==> src/rtl/mem_port_arbiter.sv <==
// Two-port round-robin arbiter for one shared memory port, with registered request/latch path.
// Optional abort-on-timeout counter is built when ARB_TIMEOUT_EN is defined.
module mem_port_arbiter #(
    parameter int unsigned WIDTH   = 32,
    parameter int unsigned TIMEOUT = 16
) (
    input  logic             clk,
    input  logic             rst,
    input  logic             req0,
    input  logic [WIDTH-1:0] addr0,
    input  logic [WIDTH-1:0] wdata0,
    input  logic             we0,
    input  logic             req1,
    input  logic [WIDTH-1:0] addr1,
    input  logic [WIDTH-1:0] wdata1,
    input  logic             we1,
    output logic             gnt0,
    output logic             gnt1,
    output logic             err0,
    output logic             err1,
    output logic [WIDTH-1:0] rdata,
    output logic             sel,
    output logic             busy,
    output logic             mem_req,
    output logic [WIDTH-1:0] mem_addr,
    output logic [WIDTH-1:0] mem_wdata,
    output logic             mem_we,
    input  logic             mem_ack,
    input  logic [WIDTH-1:0] mem_rdata
);

    typedef enum logic [1:0] {
        S_IDLE  = 2'd0,
        S_BUSY0 = 2'd1,
        S_BUSY1 = 2'd2
    } state_e;

    state_e           state_q, state_d;
    logic             last_q, last_d;
    logic             sel_q, sel_d;
    logic             mem_req_q, mem_req_d;
    logic [WIDTH-1:0] mem_addr_q, mem_addr_d;
    logic [WIDTH-1:0] mem_wdata_q, mem_wdata_d;
    logic             mem_we_q, mem_we_d;
    logic             pick1_c;
    logic             gnt0_c, gnt1_c;

`ifdef ARB_TIMEOUT_EN
    localparam int unsigned CNT_W = $clog2(TIMEOUT);
    localparam logic [CNT_W-1:0] CNT_LIMIT = CNT_W'(TIMEOUT - 1);

    logic [CNT_W-1:0] cnt_q, cnt_d;
    logic             err0_c, err1_c;
`else
    // TIMEOUT has no effect without the abort counter.
    logic unused_timeout;
    assign unused_timeout = ^TIMEOUT;
`endif

    always_ff @(posedge clk or posedge rst) begin
        if (rst) begin
            state_q     <= S_IDLE;
            last_q      <= 1'b1;
            sel_q       <= 1'b0;
            mem_req_q   <= 1'b0;
            mem_addr_q  <= '0;
            mem_wdata_q <= '0;
            mem_we_q    <= 1'b0;
`ifdef ARB_TIMEOUT_EN
            cnt_q       <= '0;
`endif
        end else begin
            state_q     <= state_d;
            last_q      <= last_d;
            sel_q       <= sel_d;
            mem_req_q   <= mem_req_d;
            mem_addr_q  <= mem_addr_d;
            mem_wdata_q <= mem_wdata_d;
            mem_we_q    <= mem_we_d;
`ifdef ARB_TIMEOUT_EN
            cnt_q       <= cnt_d;
`endif
        end
    end

    // Arbitration in IDLE, completion (and optional abort) in BUSYx.
    always_comb begin
        state_d     = state_q;
        last_d      = last_q;
        sel_d       = sel_q;
        mem_req_d   = mem_req_q;
        mem_addr_d  = mem_addr_q;
        mem_wdata_d = mem_wdata_q;
        mem_we_d    = mem_we_q;
        pick1_c     = 1'b0;
        gnt0_c      = 1'b0;
        gnt1_c      = 1'b0;
`ifdef ARB_TIMEOUT_EN
        cnt_d       = cnt_q;
        err0_c      = 1'b0;
        err1_c      = 1'b0;
`endif

        case (state_q)
            S_IDLE: begin
                // Port 1 wins only if port 0 is idle or port 0 was served last.
                pick1_c = req1 && !(req0 && last_q);
                if (req0 || req1) begin
                    state_d     = pick1_c ? S_BUSY1 : S_BUSY0;
                    sel_d       = pick1_c;
                    mem_req_d   = 1'b1;
                    mem_addr_d  = pick1_c ? addr1 : addr0;
                    mem_wdata_d = pick1_c ? wdata1 : wdata0;
                    mem_we_d    = pick1_c ? we1 : we0;
`ifdef ARB_TIMEOUT_EN
                    cnt_d       = '0;
`endif
                end
            end

            S_BUSY0, S_BUSY1: begin
                if (mem_ack) begin
                    gnt0_c    = (state_q == S_BUSY0);
                    gnt1_c    = (state_q == S_BUSY1);
                    last_d    = (state_q == S_BUSY1);
                    mem_req_d = 1'b0;
                    state_d   = S_IDLE;
                end
`ifdef ARB_TIMEOUT_EN
                else if (cnt_q == CNT_LIMIT) begin
                    err0_c    = (state_q == S_BUSY0);
                    err1_c    = (state_q == S_BUSY1);
                    last_d    = (state_q == S_BUSY1);
                    mem_req_d = 1'b0;
                    state_d   = S_IDLE;
                end else begin
                    cnt_d = cnt_q + CNT_W'(1);
                end
`endif
            end

            default: begin
                state_d   = S_IDLE;
                mem_req_d = 1'b0;
            end
        endcase
    end

    assign gnt0      = gnt0_c;
    assign gnt1      = gnt1_c;
`ifdef ARB_TIMEOUT_EN
    assign err0      = err0_c;
    assign err1      = err1_c;
`else
    assign err0      = 1'b0;
    assign err1      = 1'b0;
`endif
    assign rdata     = mem_rdata;
    assign sel       = sel_q;
    assign busy      = (state_q != S_IDLE);
    assign mem_req   = mem_req_q;
    assign mem_addr  = mem_addr_q;
    assign mem_wdata = mem_wdata_q;
    assign mem_we    = mem_we_q;

endmodule

==> config.mk <==
export PLATFORM = sky130hd
export DESIGN_NAME = mem_port_arbiter
export DESIGN_NICKNAME = d
export VERILOG_FILES = /design/src/rtl/mem_port_arbiter.sv
export SDC_FILE = /design/constraint.sdc
export NUM_CORES = 1
export LEC_CHECK = 0
export CAP_MARGIN = 10
export CORE_AREA = 3 3 104 106
export DETAILED_ROUTE_END_ITERATION = 7
export DIE_AREA = 0 0 107 109
export PLACE_DENSITY = 0.85
export REMOVE_ABC_BUFFERS = 1
export SLEW_MARGIN = 10
export SYNTH_ARGS = -nofsm -noshare
export SYNTH_HDL_FRONTEND = slang
export SYNTH_SLANG_ARGS = --single-unit
==> constraint.sdc <==
create_clock -name clk -period 7.2 [get_ports clk]
set_clock_uncertainty 0.1 [all_clocks]
set_input_delay 1.44 -clock clk [delete_from_list [all_inputs] [get_ports clk]]
set_output_delay 1.44 -clock clk [all_outputs]
set_load 0.005 [all_outputs]
==> run metrics <==
Int Pwr=1.38 mW; Num CTS Buffers=9; FF+latch count, synth=70; all-layer global routing usage=20.7%; CP cell instances=clkdlybuf4s50_1 -> and3_1 -> clkdlybuf4s50_1; Avg WL per Cell=17.7 um; most common cell after layout, fill and taps aside=clkdlybuf4s50_1; DR pass1 iterations=4; Total Power=2.19 mW; vias in the first global route=3573; Synth Area in Compound Gates=~24%; Post-Synth Adder-Cell Area=under 10%; CP max stage cell=clkdlybuf4s50_1; unrepaired setup endpoints after global routing=false; PortBufs=~200; maximum fanout along the worst path=4; Seq pwr share=between 30% and 40%; Root Driver=clkbuf_8; Logic pwr share=between 50 and 60%; Fin. Hold Viols=0; Slew Viols, Final=0; chip height=~110 um; Vias=3550; CTS Buffer Depth=2; core area=slightly below 0.01 mm^2; synth unique cells=23; initial core utilization=37.0%; main combinational cell family by area after synthesis=compound AO/OA/AOI/OAI gates; Max stage delay on crit path=about 500 ps; # Post-CTS Setup Buffers=0; Slew @ Worst Pin=slightly below 1000 ps; top cell type's share of synthesized area=a little under half; Final min period=about 4200 ps; Post-synth EDFFs=0; Final setup viols=0; Arrival @ worst endpoint=2650 ps; fin crit share=58.2%; fin nets=746; Die Area=approximately 0.012 mm^2; multiplexer share of the synthesized area=0%; Synth Instances=417; largest net degree at the start of global routing=71; crit start category=primary input; largest cells by area after synthesis=dfrtp_1 47%, a21oi_1 12%, a21oi_2 9.6%, buf_4 8.2%, nand2_1 6.9%; initial antenna violation count=0; H-tree depth=3; wire length of the first global-routing pass=around 18000 um; status=completed; post-synthesis sequential area ratio=between 40% and 50%; syn avg cell area=between 8 and 9 um^2; XOR/XNOR Fraction of Synth Area=0%; Pleak=about 2.3 nW; critical path endpoint category=output pin; grt total ovfl=0; final WL=between 10000 and 15000 um; Die X=about 110 um; biggest area consumer among synthesized cells=dfrtp_1; Netlist Area Pre-Place=~0.0037 mm^2; PostCTS Resize Cnt=0; Worst Path Buf+Inv=2; Area Growth Syn to Fin=55.3%; Sw Ratio=37.0%; Max Cap Viol=0; Antenna Diode Count=0; commonest cells after routing, fill and taps aside=204 x clkdlybuf4s50_1, 90 x a21oi_1, 69 x dfrtp_1, 67 x nand2_1, 67 x nor2_1; critical path start-end classification=primary input to output pin; clk_lat worst skew=about 340 ps; post-synthesis async set-or-reset flop share=100%; GP Congestion=just over 0.7; vias per cell=between 4 and 5; dpl hpwl=9360 um; Worst-path clk slew=approximately 70 ps; Synth Area in Simple Gates=about 14%; Yosys warnings=0; CTS tree=built; IO Count=271; Crit path max-delay family=buffers and inverters; Residual DRC=0; Post-CTS Hold Fix Bufs=0; DRT iter0 DRCs=212; Routed Antenna Nets=0; VDD IR max=about 0.19 mV; Worst Hold Class=register to register; Psw=~0.8 mW; cell mode on critical path=clkdlybuf4s50_1; WP data required=5660 ps; ys flop type=dfrtp_1; Rows=36; setup TNS=0 ps; clk sinks=70; top achievable clock speed=roughly 0.24 GHz; Slew HR=between 30 and 40%; Pwr Density=between 300 and 400 mW/mm^2; Clk network pwr share=between 10% and 20%; layout cells sized above 1=between 10% and 20%
synthesized netlist by cell type, types with 2 or more instances:
library cell / count
a21o_1: 3
a21oi_1: 90
a21oi_2: 40
a22o_1: 2
buf_2: 13
buf_4: 40
buf_6: 5
clkbuf_1: 4
dfrtp_1: 69
ha_1: 3
inv_1: 4
nand2_1: 67
nor2_1: 67
power groups by stage:
stage               clock (mW)  sequential (mW)  combinational (mW)
floorplan                    0            0.723               0.531
global placement             0            0.706                1.14
detailed placement           0            0.717                1.18
CTS                      0.322            0.710                1.18
global route             0.337            0.730                1.28
finish                   0.311            0.710                1.17
final cells by class:
class	count	area (um^2)
multi-input combinational	282	1470
inverter	4	15.0
clock inverter	6	62.6
timing repair buffer	209	2080
tap	133	166
sequential	70	1750
clock buffer	10	128
fill	846	4190
registers in the layout, summed over array words and instances (netlist names):
signal     count
last_q         1
mem_we         1
mem_req        1
sel            1
state_q        2
mem_addr      32
mem_wdata     32
final timing paths:
path                            start      endpoint  slack (ps)  cells past startpoint
setup / recovery              mem_ack          gnt1        3010                      3
hold / removal                mem_req       mem_req         390                      1
setup reg to reg           state_q[0]  mem_addr[25]        4890                      6
hold reg to reg               mem_req       mem_req         390                      1
max in group asynchronous         rst       mem_req        4790                      3
min in group asynchronous         rst  mem_addr[28]        1600                      3
stage by stage:
step / setup slack [ps] / instances / cell area [um^2] / utilization, % / hold slack (ps)
after global routing: 2940 / 714 / 5670 / 57.5 / 421
after CTS: 3010 / 714 / 5670 / 57.5 / 397
after global placement: 3030 / 698 / 5480 / 55.6 / 366
final: 3010 / 714 / 5670 / 57.5 / 387
after detailed placement: 3010 / 698 / 5480 / 55.6 / 379
after floorplan: 3370 / 356 / 3220 / - / 374
per-layer routing:
metal | global-route usage, % | part of all wire, %
met1 | 23.2 | 39
met2 | 33.9 | 47
met3 | 10.2 | 11
met4 | 7.49 | 1.9
met5 | 4.46 | 0.54
cell families (layout without fill, tap and decap cells):
kind of cell,Yosys count,after routing
AO/OA/AOI/OAI,140,140
AND/OR/NAND/NOR,137,137
flip-flops,70,70
buffers and inverters,66,229
adder cells (fa/ha/maj),3,3
other,1,2
Note: power is estimated with default switching activity, not from simulation.
